===== src/rtl/expr_eval.sv =====
// Streaming evaluator for single-digit '+'/'*' expressions terminated by '='.
// Reports the modulo-2^W result or an error flag one cycle after each '='.
module expr_eval #(
  parameter int unsigned W = 16
) (
  input  logic         clk,
  input  logic         clr,
  input  logic         in_valid,
  input  logic [7:0]   in,
  output logic [W-1:0] result,
  output logic         done,
  output logic         err
);

  typedef enum logic [1:0] {
    EXP_DIGIT = 2'd0,
    EXP_OP    = 2'd1,
    ERR       = 2'd2
  } state_t;

  localparam logic [7:0] CH_0    = 8'h30;
  localparam logic [7:0] CH_9    = 8'h39;
  localparam logic [7:0] CH_PLUS = 8'h2B;
  localparam logic [7:0] CH_MUL  = 8'h2A;
  localparam logic [7:0] CH_EQ   = 8'h3D;

  state_t       state, state_next;
  logic [W-1:0] sum, sum_next;
  logic [W-1:0] prod, prod_next;
  logic         pend_mul, pend_mul_next;
  logic [W-1:0] result_next;
  logic         done_next, err_next;

  logic         is_digit_c, is_eq_c;
  logic [3:0]   digit_c;
  logic [W-1:0] digit_w_c;

  // Character classification and digit value.
  always_comb begin
    is_digit_c = (in >= CH_0) && (in <= CH_9);
    is_eq_c    = (in == CH_EQ);
    digit_c    = 4'(in - CH_0);
    digit_w_c  = W'(digit_c);
  end

  // Next-state and next-register values; '=' always ends an expression.
  always_comb begin
    state_next    = state;
    sum_next      = sum;
    prod_next     = prod;
    pend_mul_next = pend_mul;
    result_next   = result;
    err_next      = err;
    done_next     = 1'b0;

    if (in_valid) begin
      case (state)
        EXP_DIGIT: begin
          if (is_digit_c) begin
            prod_next  = pend_mul ? W'(prod * digit_w_c) : digit_w_c;
            state_next = EXP_OP;
          end else if (is_eq_c) begin
            done_next     = 1'b1;
            err_next      = 1'b1;
            result_next   = '0;
            sum_next      = '0;
            prod_next     = '0;
            pend_mul_next = 1'b0;
            state_next    = EXP_DIGIT;
          end else begin
            state_next = ERR;
          end
        end
        EXP_OP: begin
          if (is_eq_c) begin
            done_next     = 1'b1;
            err_next      = 1'b0;
            result_next   = W'(sum + prod);
            sum_next      = '0;
            prod_next     = '0;
            pend_mul_next = 1'b0;
            state_next    = EXP_DIGIT;
          end else if (in == CH_PLUS) begin
            sum_next      = W'(sum + prod);
            pend_mul_next = 1'b0;
            state_next    = EXP_DIGIT;
          end else if (in == CH_MUL) begin
            pend_mul_next = 1'b1;
            state_next    = EXP_DIGIT;
          end else begin
            state_next = ERR;
          end
        end
        ERR: begin
          // Swallow everything up to the terminating '='.
          if (is_eq_c) begin
            done_next     = 1'b1;
            err_next      = 1'b1;
            result_next   = '0;
            sum_next      = '0;
            prod_next     = '0;
            pend_mul_next = 1'b0;
            state_next    = EXP_DIGIT;
          end
        end
        default: begin
          state_next = EXP_DIGIT;
        end
      endcase
    end
  end

  // State, accumulators and registered outputs.
  always_ff @(posedge clk or negedge clr) begin
    if (!clr) begin
      state    <= EXP_DIGIT;
      sum      <= '0;
      prod     <= '0;
      pend_mul <= 1'b0;
      result   <= '0;
      done     <= 1'b0;
      err      <= 1'b0;
    end else begin
      state    <= state_next;
      sum      <= sum_next;
      prod     <= prod_next;
      pend_mul <= pend_mul_next;
      result   <= result_next;
      done     <= done_next;
      err      <= err_next;
    end
  end

endmodule

===== config.mk =====
export PLATFORM = sky130hd
export DESIGN_NAME = expr_eval
export DESIGN_NICKNAME = d
export VERILOG_FILES = /design/src/rtl/expr_eval.sv
export SDC_FILE = /design/constraint.sdc
export NUM_CORES = 1
export LEC_CHECK = 0
export CAP_MARGIN = 20
export CORE_AREA = 8 8 94 96
export CTS_CLUSTER_SIZE = 24
export DETAILED_ROUTE_END_ITERATION = 8
export DIE_AREA = 0 0 102 104
export GPL_TIMING_DRIVEN = 0
export PLACE_DENSITY = 0.86
export SYNTH_ARGS = -nofsm -noshare
export SYNTH_HDL_FRONTEND = slang
export SYNTH_SLANG_ARGS = --single-unit

===== constraint.sdc =====
create_clock -name clk -period 9.8 [get_ports clk]
set_clock_uncertainty 0.2 [all_clocks]
set_input_delay 0.98 -clock clk [delete_from_list [all_inputs] [get_ports clk]]
set_output_delay 0.98 -clock clk [all_outputs]
set_load 0.02 [all_outputs]

Yosys cells after proc, flatten, opt, wreduce, memory -nomap -nowiden. Cells that the tools add are included. W data, S select, Z words.

Logic and storage cells: 66. Register bits: 53. Output and inout port bits: 18.

Multipliers: 1. Reductions and logical operators: 10. Order comparisons: 2. Eq/ne operators: 10. Muxes and demuxes: 34. Add/sub/neg operators: 2.

Operators with widths (count): $mux W16 (10); $pmux W16 S3 (2); $pmux W16 S2 (1); $eq A8 B6 Y1 const B (3); $add A16 B16 Y16 (1); $mul A16 B4 Y16 (1); $mux W2 (6); $reduce_and A4 Y1 (3); $mux W1 (11); $ge A8 B6 Y1 const B (1); $le A8 B6 Y1 const B (1); $ne A2 B2 Y1 const B (3); $pmux W1 S3 (2); $pmux W2 S3 (1); $ne A4 B4 Y1 const B (1); $reduce_and A2 Y1 (2); $sub A4 B1 Y4 const B (1); $ne A3 B3 Y1 const B (1); $reduce_bool A3 Y1 (1); $eq A2 B1 Y1 const B (1); $eq A2 B2 Y1 const B (1); $logic_not A2 Y1 (1); $pmux W1 S2 (1); $reduce_bool A2 Y1 (1); other kinds (2) (2).

Longest topological paths before layout. Gate-level depths: netlist of the first run.

Depth in word-level cells: 5. Mapped depth: 14. Depth with buffers taken out: 12.

Worst setup path after synthesis of the first run. No wires, ideal clock.

Kind: input -> register. Start: input in[3]. End: register prod[12]. Setup slack: 5298 ps. Arrival time: 4181 ps. Required time: 9478 ps. Stages on the path: 14. Cells stage by stage: clkbuf_1 > clkbuf_1 > and2_1 > fa_1 > inv_1 > fa_1 > inv_1 > ha_1 > nor2b_4 > o21a_4 > o21ai_4 > a21oi_2 > or4_1 > a32o_1.

Cells in the longest elaborated chain, start to end: 5. Elaborated cells between the ends (all ways): 10. Those cells by class: add/sub (1); mul (1); order compare (2); eq/ne (1); mux (4); reduce/logical (1).

RTL lines: start: declaration (RTL line 9) `input logic [7:0] in,`; $sub A4 B1 Y4 (RTL line 42) `digit_c = 4'(in - CH_0);`; $mul A16 B4 Y16 (RTL line 60) `prod_next = pend_mul ? W'(prod * digit_w_c) : digit_w_c;`; $mux W16 (RTL line 60); $mux W16 (RTL line 59) `if (is_digit_c) begin`; $pmux W16 S2 * (RTL line 57) `case (state)`; end signal: assignment (RTL line 126) `prod <= prod_next;`; end: declaration (RTL line 29) `logic [W-1:0] prod, prod_next;`.

Mark *: on every way between the ends. The rest lies on a longest branch, timed or not. A chain may end at the register's enable or synchronous reset.

Final worst setup path of the first run.
Start: input in[1]. End: register prod[15].

The elaborated chain is that of the path after synthesis.

==> metrics.txt, run 1 <==
outcome=finished, final reports clean; part of the power in combinational logic=25.6%; CTS max path bufs=2; first-pass GRT wire length=18,700 um; flop-to-flop setup slack=5.88 ns; Final #Nets=647; CTS tree=done; Max-slew headroom=46.2%; vias per cell=5.69; clock sink count=53; placed cell areas=0.00507 mm2; Seq/Total Area, Yosys=28.4%; CTS resizes=0; Root Buffer=clkbuf_8; Final Hold Vio Count=0; Internal Power=0.330 mW; WL/cell=15.9 um; Yosys reg bits=53; CORE AREA=0.00745 mm2; share of the synthesized area in the top cell type=28.4%; clock group share of total power=25.9%; Worst-Margin Slew=0.800 ns; placement row count=32; die width=102 um; synthesized net count=612; Peak VDD IR=0.0000523 V; Sw Ratio=33.9%; Req. time, crit path=9.81 ns; DRC viols=0; CP Capture Type=flip-flop; Power per Cell Area=96.6 mW/mm2; initial core utilization=62.6%; Lkg Pwr=2.39 nW; final worst slack=4.68 ns; Antenna Nets Post-Route=0; worst hold path class=reg2reg; min Tclk post-route=5.12 ns; Synth cell types=60; die area=0.0106 mm2; GRT Residual Overflow=0; net switching power=0.169 mW; area added between synthesis and finish=10.7%; Yosys warning count=0; DR pass1 iterations=4; number of global-route vias before repair=4,055; final WL=10,800 um; Final TNS setup=0 ns; layout cell share with drive strength beyond 1=5.90%; Yosys top cell by area=dfrtp_1; GRT Overall Usage=21.6%; Sequential Power Share=48.5%; synth top area cells=dfrtp_1, fa_1, ha_1; port bufs=27; most frequent cells in the layout=nand2_1, inv_1, dfrtp_1, o21ai_1, and2_1; kind of critical path=in2reg; async set-reset flop share out of synthesis=100%; Vias=3,857; initial antenna violation count=0; Max Cap Viol=0; # IOs=29; crit-path max FO=10; dpl ws=4.42 ns; CTS clk-pin slew, worst paths=0.11 ns; worst hold margin=0.297 ns; Setup crit start kind=input pin; total CTS buffers=5; htree depth=2; number of flops mapped to enable cells by yosys=0; Cells after Synth=540; period utilisation layout=52.2%; syn avg cell area=8.63 um2; Die Ht=104 um; routability cong.=0.887; max-slew violation count=0; Post-CTS Hold Buffers=0; fin area=0.00516 mm2; most common cell after layout, fill and taps aside=nand2_1; Power Total=0.499 mW; pin count of the biggest net entering global routing=28; setup violators final=0; Clk Latency, worst-skew pair=0.31 ns; hpwl dp=8760 um; RSZ-0062 raised after global routing=no; n_diodes=0; synthesized area=0.00466 mm2; setup bufs post-CTS=0; DRT iter0 DRCs=207; critical path data arrival time=5.13 ns; Fmax=195 MHz; top_reg_cell synth=dfrtp_1
[cells by family after synthesis]
kind of cell	Yosys count	share of synthesized area [%]
compound gates	132	18.4
xor+xnor	28	5.26
fa+ha+maj	61	20.6
buf+inv	78	6.58
flops	53	28.4
mux	3	0.644
simple gates	185	20.2
[synth_stat cells, drive strengths merged (3+ instances only)]
cell type  number
dfrtp          53
a21o           10
nand2          86
and2           37
mux2i           3
o21a            3
fa             26
xor2           12
ha             35
or3             4
a211oi          3
o21ai          62
inv            59
buf             7
a32o            5
clkbuf         12
xnor2          16
or2             3
nor2           14
a21oi          25
o31ai           8
o211ai          3
nor3            7
nand3          16
[flip-flops by register name (all words and copies together) (netlist names)]
name and cells:
prod 16, result 16, sum 16, state 2, done 1, err 1
pend_mul 1
[critical path, stage by stage]
cell	delay, ns
clkdlybuf4s50_1	0.49
clkbuf_1	0.37
clkbuf_1	0.33
nand2_1	0.11
fa_1	0.49
fa_1	0.62
inv_1	0.06
ha_1	0.31
a211oi_1	0.40
o21ai_0	0.21
a21oi_1	0.31
o21ai_1	0.18
xnor2_1	0.19
o21ai_1	0.07
[layout make-up]
cell class                 count  area, um2
tap                          102        128
clock inverter                 2       15.0
sequential                    53       1330
multi-input combinational    409       3030
buffer                        19       85.1
clock buffer                   6       72.6
inverter                      59        221
fill                         606       2280
timing repair buffer          28        285
[power by group through the flow]
stage | Combinational (mW) | Clock, mW | Sequential, mW
floorplan | 0.0913 | 0 | 0.240
global route | 0.146 | 0.139 | 0.243
finish | 0.127 | 0.129 | 0.242
global placement | 0.118 | 0 | 0.245
CTS | 0.127 | 0.130 | 0.241
detailed placement | 0.126 | 0 | 0.245
[metrics by stage]
step | utilization [%] | cells
4_1_cts | 69.3 | 678
5_1_grt | 69.3 | 678
3_3_place_gp | 67.9 | 669
3_5_place_dp | 68.1 | 670
2_1_floorplan | - | 540
6_report | 69.3 | 678
[routing by layer]
layer	wire, um	track usage, %
met1	4460	27.2
met2	5530	36.8
met3	655	2.88
met4	123	6.82
met5	0	0
[final timing paths]
kind | from | cells past startpoint | to
max | in[1] | 14 | prod[15]$_DFFE_PN0P_
min in group asynchronous | clr | 1 | result[1]$_DFFE_PN0P_
min reg2reg | result[12]$_DFFE_PN0P_ | 2 | result[12]$_DFFE_PN0P_
min | result[12]$_DFFE_PN0P_ | 2 | result[12]$_DFFE_PN0P_
max reg2reg | prod[1]$_DFFE_PN0P_ | 12 | prod[12]$_DFFE_PN0P_
max in group asynchronous | clr | 2 | prod[6]$_DFFE_PN0P_
Power figures use the tool's default switching activity.
==> inputs of run 2 (changes only) <==
--- a/config.mk
+++ b/config.mk
@@ -6,12 +6,12 @@
 export NUM_CORES = 1
 export LEC_CHECK = 0
 export CAP_MARGIN = 20
-export CORE_AREA = 8 8 94 96
+export CORE_AREA = 8 8 102 104
 export CTS_CLUSTER_SIZE = 24
 export DETAILED_ROUTE_END_ITERATION = 8
-export DIE_AREA = 0 0 102 104
+export DIE_AREA = 0 0 110 112
 export GPL_TIMING_DRIVEN = 0
-export PLACE_DENSITY = 0.86
+export PLACE_DENSITY = 0.77
 export SYNTH_ARGS = -nofsm -noshare
 export SYNTH_HDL_FRONTEND = slang
 export SYNTH_SLANG_ARGS = --single-unit
==> constraint.sdc (replaced) <==
create_clock -name clk -period 4.1 [get_ports clk]
set_clock_uncertainty 0.2 [all_clocks]
set_input_delay 0.41 -clock clk [delete_from_list [all_inputs] [get_ports clk]]
set_output_delay 0.41 -clock clk [all_outputs]
set_load 0.02 [all_outputs]
==> metrics.txt, run 2 (synthesis gave the netlist of run 1 again) <==
DR pass1 iterations=4 (unchanged); crit-path max FO=10 (unchanged); failing checks=hold timing; setup violators final=0 (unchanged); Critical R2R Launch=prod[1]$_DFFE_PN0P_ (unchanged); top flop regs=prod (16), result (16), sum (16) (unchanged); worst hold path class=in2async (was reg2reg); Clk Latency, worst-skew pair=0.32 ns (was 0.31 ns); period utilisation layout=96.7%; Max Cap Viol=0 (unchanged); CP Buf/Inv Count=4 (unchanged); most frequent cells in the layout=nand2_1, inv_1, dfrtp_1, o21ai_1, and2_1 (unchanged); Worst-Margin Slew=0.861 ns (was 0.800 ns); Vias=3,867 (was 3,857); hpwl dp=8530 um (was 8760 um); Peak VDD IR=0.000119 V (was 0.0000523 V); routability cong.=0.928 (was 0.887); total CTS buffers=5 (unchanged); CORE AREA=0.00889 mm2 (was 0.00745 mm2); port bufs=27 (unchanged); layout cell share with drive strength beyond 1=7.97% (was 5.90%); reg2reg end=prod[12]$_DFFE_PN0P_ (unchanged); Final Hold Vio Count=33 (was 0); Setup crit start kind=input pin (unchanged); CTS max path bufs=2 (unchanged); Lkg Pwr=2.42 nW (was 2.39 nW); Req. time, crit path=4.12 ns (was 9.81 ns); final WL=10,600 um (was 10,800 um); CTS tree=done (unchanged); Max stage delay on crit path=0.53 ns (was 0.62 ns); kind of critical path=in2reg (unchanged); CP Capture Type=flip-flop (unchanged); final core occ=58.9% (was 69.3%); DRC viols=0 (unchanged); WL/cell=15.4 um (was 15.9 um); critical path, cell by cell=clkdlybuf4s50_1 -> buf_4 -> and2_1 -> fa_1 -> inv_1 -> fa_1 -> inv_1 -> ha_1 -> nor2b_4 -> o21a_4 -> o21ai_4 -> a21oi_2 -> or4_1 -> a32o_1 (was clkdlybuf4s50_1 -> clkbuf_1 -> clkbuf_1 -> nand2_1 -> fa_1 -> fa_1 -> inv_1 -> ha_1 -> a211oi_1 -> o21ai_0 -> a21oi_1 -> o21ai_1 -> xnor2_1 -> o21ai_1); Final #Nets=648 (was 647); M2 GR Usage=30.6% (was 36.8%); Antenna Nets Post-Route=0 (unchanged); family with the most delay on the worst path=adder cells (unchanged); clock sink count=53 (unchanged); Root Buffer=clkbuf_8 (unchanged); flop-to-flop setup slack=0.24 ns (was 5.88 ns); htree depth=2 (unchanged); min Tclk post-route=3.97 ns; CTS clk-pin slew, worst paths=0.11 ns (about the same); met1 Use GR=23.7% (was 27.2%); GRT Residual Overflow=0 (unchanged); number of global-route vias before repair=3,860 (was 4,055); routing usage on met3=2.25% (was 2.88%); most common cell after layout, fill and taps aside=nand2_1 (unchanged); Max-slew headroom=42.1% (was 46.2%); die width=110 um (was 102 um); Die Ht=112 um (was 104 um); max-slew violation count=0 (unchanged); # fillers=767 (was 606); pin count of the biggest net entering global routing=35 (was 28); area added between synthesis and finish=12.4% (was 10.7%); initial antenna violation count=0 (unchanged); critical path data arrival time=3.99 ns (was 5.13 ns); vias per cell=5.62 (was 5.69); slowest CP cell=fa_1 (unchanged); FF-to-FF path depth=12 (unchanged); dpl ws=-0.716 ns (was 4.42 ns); initial core utilization=52.4% (was 62.6%); placement row count=35 (was 32); GRT Overall Usage=18.2% (was 21.6%); Fmax=252 MHz; n_diodes=0 (unchanged); outcome=complete, but fails checks (was finished, final reports clean); DRT iter0 DRCs=211 (was 207); # IOs=29 (unchanged); Power per Cell Area=228 mW/mm2 (was 96.6 mW/mm2); worst hold margin=-0.0179 ns (was 0.297 ns); die area=0.0123 mm2 (was 0.0106 mm2); Most Crowded Layer GR=met2 (unchanged); final worst slack=0.133 ns (was 4.68 ns); first-pass GRT wire length=18,300 um (was 18,700 um)
run 2: power by group:
part / switching (mW) / total (mW) / internal (mW)
clock: 0.194 / 0.316 / 0.121
sequential: 0.0345 / 0.577 / 0.542
combinational: 0.175 / 0.304 / 0.129
total: 0.404 / 1.20 / 0.792
run 2: cell type report:
cell class	count	area (um2)	share of cell area, %
Multi-Input combinational cell	409	3060	58.3
Sequential cell	53	1330	25.3
Timing Repair Buffer	29	300	5.73
Inverter	59	221	4.23
Tap cell	111	139	2.65
Buffer	19	110	2.10
Clock buffer	6	72.6	1.38
Clock inverter	2	15.0	0.287
run 2: worst max-delay path by stage:
| stage | startpoint | end | slack, ns | cells after the start |
|---|---|---|---|---|
| after floorplan | in[3] | prod[12]$_DFFE_PN0P_ | 0.17 | 14 |
| after CTS | in[2] | prod[12]$_DFFE_PN0P_ | 0.003 | 14 |
| after detailed placement | in[1] | prod[15]$_DFFE_PN0P_ | -0.72 | 14 |
| after global routing | in[1] | prod[12]$_DFFE_PN0P_ | -0.002 | 14 |
| final | in[2] | prod[12]$_DFFE_PN0P_ | 0.13 | 14 |
| after global placement | in[1] | prod[15]$_DFFE_PN0P_ | -0.72 | 14 |
run 2: metrics by stage:
step,instance area [um2],hold slack [ns],TNS [ns],cells,power (mW)
floorplan,4660,-0.0856,0,540,0.792
CTS,5190,0.000885,0,687,1.19
detailed placement,5090,0.273,-4.90,679,0.881
global placement,5070,0.263,-4.81,678,0.869
finish,5240,-0.0179,0,688,1.20
global route,5240,0.0338,-0.00220,688,1.26
run 2: worst register-to-register path: stages (launching register included):
cell	delay [ns]
dfrtp_1	0.49
and2_1	0.23
fa_1	0.53
inv_1	0.06
fa_1	0.53
inv_1	0.04
ha_1	0.33
nor2b_4	0.14
o21a_4	0.20
o21ai_4	0.19
a21oi_2	0.09
or4_1	0.48
a32o_1	0.26
run 2: metal layers:
| layer | part of all wire, % | vias up |
|---|---|---|
| li1 | - | 1889 |
| met1 | 44 | 1882 |
| met2 | 50 | 87 |
| met3 | 5.1 | 9 |
| met4 | 1.2 | 0 |
| met5 | 0 | - |
run 2: repair_timing:
| action | CTS | global route |
|---|---|---|
| setup buffers | 0 | 1 |
| pin swaps | 0 | 3 |
| cloned | 0 | 0 |
| gates resized for setup | 6 | 20 |
| endpoints found under the setup margin | 9 | 8 |
| hold buffers | 0 | 0 |
